==> config.mk <==
export PLATFORM = sky130hd
export DESIGN_NAME = mux_4_1_scan_ctrl
export DESIGN_NICKNAME = d
export VERILOG_FILES = /design/src/rtl/mux_4_1_scan_ctrl.sv
export SDC_FILE = /design/constraint.sdc
export NUM_CORES = 1
export LEC_CHECK = 0
export BUFFER_PORTS_ARGS = -buffer_cell sky130_fd_sc_hd__buf_4
export CORE_UTILIZATION = 50
export DETAILED_ROUTE_END_ITERATION = 10
export GPL_ROUTABILITY_DRIVEN = 1
export PLACE_DENSITY = 0.77
export SLEW_MARGIN = 20
export SYNTH_ARGS = -nofsm -noshare
export SYNTH_HDL_FRONTEND = slang
export SYNTH_SLANG_ARGS = --single-unit
==> constraint.sdc <==
create_clock -name clk -period 1.9 [get_ports clk]
set_input_delay 0.38 -clock clk [delete_from_list [all_inputs] [get_ports clk]]
set_output_delay 0.38 -clock clk [all_outputs]
set_load 0.005 [all_outputs]
==> src/rtl/mux_4_1_scan_ctrl.sv <==
// Scan sequencer for a 4:1 mux: accepts a 4-bit word and a channel mask,
// steps the mux select through the enabled channels in ascending order,
// and emits one sample strobe per channel after DWELL cycles.
module mux_4_1_scan_ctrl #(
   parameter int unsigned DWELL = 1,
   parameter int unsigned CNT_W = 4
) (
   input  logic       clk,
   input  logic       rst,
   input  logic       in_valid,
   output logic       in_ready,
   input  logic [3:0] in_data,
   input  logic [3:0] in_mask,
   input  logic       abort,
   output logic [3:0] mux_i,
   output logic [1:0] mux_s,
   input  logic       mux_y,
   output logic       out_valid,
   output logic       out_bit,
   output logic [1:0] out_ch,
   output logic       out_last,
   output logic       busy
);

   localparam logic [CNT_W-1:0] DWELL_LAST = CNT_W'(DWELL - 1);

   typedef enum logic {
      ST_IDLE = 1'b0,
      ST_SCAN = 1'b1
   } state_t;

   state_t           state;
   logic [3:0]       mask_q;
   logic [CNT_W-1:0] dwell_cnt;

   logic [3:0]       higher_mask;
   logic             has_higher;
   logic [1:0]       next_ch;

   // Index of the lowest set bit; 0 when the mask is empty.
   function automatic logic [1:0] lowest_ch(input logic [3:0] m);
      logic [1:0] ch;
      ch = 2'd0;
      for (int i = 3; i >= 0; i--) begin
         if (m[i]) ch = 2'(i);
      end
      return ch;
   endfunction

   // Enabled channels strictly above the current select, and the next one to visit.
   always_comb begin
      higher_mask = 4'b0000;
      for (int i = 0; i < 4; i++) begin
         if (i > int'(mux_s)) higher_mask[i] = mask_q[i];
      end
      has_higher = |higher_mask;
      next_ch    = lowest_ch(higher_mask);
   end

   // Ready is a direct decode of IDLE so the last strobe and the next handshake share a cycle.
   assign in_ready = (state == ST_IDLE) && !rst;

   // Scan state machine with registered mux drive and sample outputs.
   always_ff @(posedge clk or posedge rst) begin
      if (rst) begin
         state     <= ST_IDLE;
         mask_q    <= 4'b0000;
         dwell_cnt <= '0;
         mux_i     <= 4'b0000;
         mux_s     <= 2'd0;
         out_valid <= 1'b0;
         out_bit   <= 1'b0;
         out_ch    <= 2'd0;
         out_last  <= 1'b0;
         busy      <= 1'b0;
      end else begin
         out_valid <= 1'b0;
         case (state)
            ST_IDLE: begin
               // An empty mask is consumed without leaving IDLE.
               if (in_valid && (in_mask != 4'b0000)) begin
                  mux_i     <= in_data;
                  mask_q    <= in_mask;
                  mux_s     <= lowest_ch(in_mask);
                  dwell_cnt <= '0;
                  busy      <= 1'b1;
                  state     <= ST_SCAN;
               end
            end
            ST_SCAN: begin
               if (abort) begin
                  // Drop the remaining channels; no sample at this edge.
                  mux_s     <= 2'd0;
                  dwell_cnt <= '0;
                  busy      <= 1'b0;
                  state     <= ST_IDLE;
               end else if (dwell_cnt == DWELL_LAST) begin
                  out_valid <= 1'b1;
                  out_bit   <= mux_y;
                  out_ch    <= mux_s;
                  out_last  <= !has_higher;
                  dwell_cnt <= '0;
                  if (has_higher) begin
                     mux_s <= next_ch;
                  end else begin
                     busy  <= 1'b0;
                     state <= ST_IDLE;
                  end
               end else begin
                  dwell_cnt <= dwell_cnt + CNT_W'(1);
               end
            end
         endcase
      end
   end

endmodule

==> out/summary.txt <==
Post-CTS Setup Repair Bufs = 0
PortBufs = 25
worst hold path type = in -> async
IR Drop Worst-Case VDD = 0.000699 V
# rows = 15
synth-to-layout area growth = 30.4%
ys flop type = dfrtp_1
Tcrit/Tclk final = 0.966
core area = 0.00176 sq mm
Clock Skew = 0.00476 ns
Crit. End Element = flip-flop
CP bufs+invs = 1
vias per cell = 5.37
First-pass DRT Iterations = 4
f_max = 0.545 GHz
Ant. Diodes = 0
Resize count post-CTS = 0
clk_lat worst skew = 0.29 ns
Final Hold Fails = 0
Synth Register Bits = 20
Seq/Total Area, Yosys = 0.525
RePlAce Congestion = 0.864
die width = 45.7 microns
die area = 0.00209 sq mm
Syn Nets = 115
final setup vio count = 0
Yosys cell types = 26
Avg Cell Area, Syn = 9.53 sq um
initial DRC count = 19
CP Max Fanout = 2
max cap viols = 0
Post-synth EDFFs = 0
CTS max path bufs = 2
Leak Pwr = 0.000627 uW
root buffer cell = clkbuf_4
dpl hpwl = 1610 microns
Final nets = 150
initial antenna violation count = 0
async set or reset register ratio after synthesis = 1.00
share of cells above drive strength 1 = 0.316
H-tree levels = 1
Worst-path clk slew = 0.11 ns
RSZ-0062 raised after global routing = false
Max transition margin = 0.750
first-pass GRT wire length = 3350 microns
hold_buf cts = 0
Finished Cell Area = 0.00124 sq mm
Initial Util = 0.540
total number of vias = 848
DRC = 0
Clock Sinks = 20
Worst-Margin Slew = 0.374 ns
CTS tree = yes
ANT nets after route = 0
CP top delay family = simple AND/OR/NAND/NOR gates
pin count of the biggest net entering global routing = 21
non-filler instance count after layout = 158
Fill cells = 157
I/O pins = 26
setup TNS = 0 ns
warnings from Yosys = 0
Worst Path Required = 2.09 ns
Congestion Overflow GR = 0
max incr delay on CP = 0.54 ns
final worst setup slack = 0.0639 ns
CTS Buf Count = 3
Startpoint Class = input pin
Routed wire per std cell = 13.5 microns
power per cell area = 1310 mW/mm^2
max-slew violations = 0
min cycle time layout = 1.84 ns
chip height = 45.7 microns
wirelength, routed = 2140 microns
GR Util All Layers = 0.231
Area after DPL = 0.00122 sq mm
vias in the first global route = 797
mapped cell area = 953 sq um
pre-CTS setup slack = -0.243 ns
CP Class = in -> reg
crit path cell chain = buf_4 > or4_4 > and3b_4 > or3_1 > o221ai_2 > mux2_4
critical path arrival = 2.03 ns
CP max stage cell = or4_4
Synth Instances = 100
# placed instances = 155
status = finished clean
layout make-up:
| type | count | area, sq um | share of cell area |
|---|---|---|---|
| Inverter | 8 | 30.0 | 0.0241 |
| Timing Repair Buffer | 32 | 240 | 0.193 |
| Sequential cell | 20 | 500 | 0.402 |
| Multi-Input combinational cell | 70 | 419 | 0.337 |
| Tap cell | 25 | 31.3 | 0.0252 |
| Clock buffer | 3 | 22.5 | 0.0181 |
synth_stat cells (2+ instances only):
master    instances  area [sq um]
ha_1              2          25.0
mux2_4            2          30.0
inv_1             8          30.0
nand3_1           2          10.0
mux2_2            2          22.5
o31ai_1           3          22.5
dfrtp_1          20           500
nand2_1          24          90.1
nor2_1            6          22.5
o22ai_1           4          25.0
clkbuf_1          2          7.51
a21oi_1           3          15.0
o21ai_0           8          40.0
nor3_1            2          10.0
cell families (layout without fill, tap and decap cells):
family / after synthesis / in the layout / share of synthesized area
flip-flops: 20 / 20 / 0.525
XOR/XNOR: 1 / 1 / 0.00919
buffers and inverters: 10 / 43 / 0.0394
AND/OR/NAND/NOR: 41 / 41 / 0.194
AO/OA/AOI/OAI: 21 / 21 / 0.140
multiplexers: 5 / 5 / 0.0656
adder cells (fa/ha/maj): 2 / 2 / 0.0262
per-layer routing:
metal | vias up | track usage | share of wire
li1 | 410 | - | -
met1 | 400 | 0.270 | 0.44
met2 | 34 | 0.406 | 0.51
met3 | 4 | 0.0516 | 0.042
met4 | 0 | 0.0909 | 0.011
met5 | - | 0 | 0
path summary, 6_finish.rpt:
check	cells past startpoint	startpoint	to	slack, ns
max	6	in_mask[1]	mux_s[1]$_DFFE_PP0P_	0.06
min	3	rst	mux_i[3]$_DFFE_PP0P_	0.11
max reg2reg	6	dwell_cnt[0]$_DFFE_PP0P_	mux_s[1]$_DFFE_PP0P_	0.17
min reg2reg	2	mux_i[0]$_DFFE_PP0P_	mux_i[0]$_DFFE_PP0P_	0.49
max in group asynchronous	3	rst	dwell_cnt[0]$_DFFE_PP0P_	1.58
min in group clk	3	in_data[0]	mux_i[0]$_DFFE_PP0P_	0.27
stage by stage:
| stage | total power, uW | hold slack, ns | util |
|---|---|---|---|
| 2_1_floorplan | 1100 | 0.344 | - |
| 3_3_place_gp | 1400 | 0.429 | 0.692 |
| 3_5_place_dp | 1430 | 0.439 | 0.692 |
| 4_1_cts | 1630 | 0.108 | 0.705 |
| 5_1_grt | 1740 | 0.122 | 0.705 |
| 6_report | 1630 | 0.107 | 0.705 |
power breakdown:
| part | total, uW | leakage [uW] | switching (uW) | internal, uW |
|---|---|---|---|---|
| clock | 198 | 0.0000138 | 124 | 73.8 |
| sequential | 711 | 0.000256 | 130 | 580 |
| combinational | 717 | 0.000357 | 338 | 379 |
| total | 1630 | 0.000627 | 593 | 1030 |
worst min-delay path, delay by kind of cell:
kind                   cells  cell delay, ns
buffers and inverters      3            0.41
cell usage in the layout (no fill, tap or decap), drive strengths merged:
cell	Yosys	final
a21oi	3	3
and2	1	1
and3b	1	1
buf	0	32
clkbuf	2	3
dfrtp	20	20
ha	2	2
inv	8	8
mux2	4	4
mux2i	1	1
nand2	24	24
nand2b	1	1
nand3	2	2
nand3b	1	1
nor2	6	6
nor2b	1	1
nor3	2	2
o21ai	8	8
o21bai	1	1
o221ai	1	1
o22ai	4	4
o31ai	3	3
o32ai	1	1
or3	1	1
or4	1	1
xor2	1	1
flip-flops by register name (all words and copies together), names as in the netlist:
signal	count
dwell_cnt	4
mux_i	4
mask_q	3
mux_s	2
out_ch	2
busy	1
out_bit	1
out_last	1
out_valid	1
state	1
No activity file was read; power rests on OpenSTA's default activity.
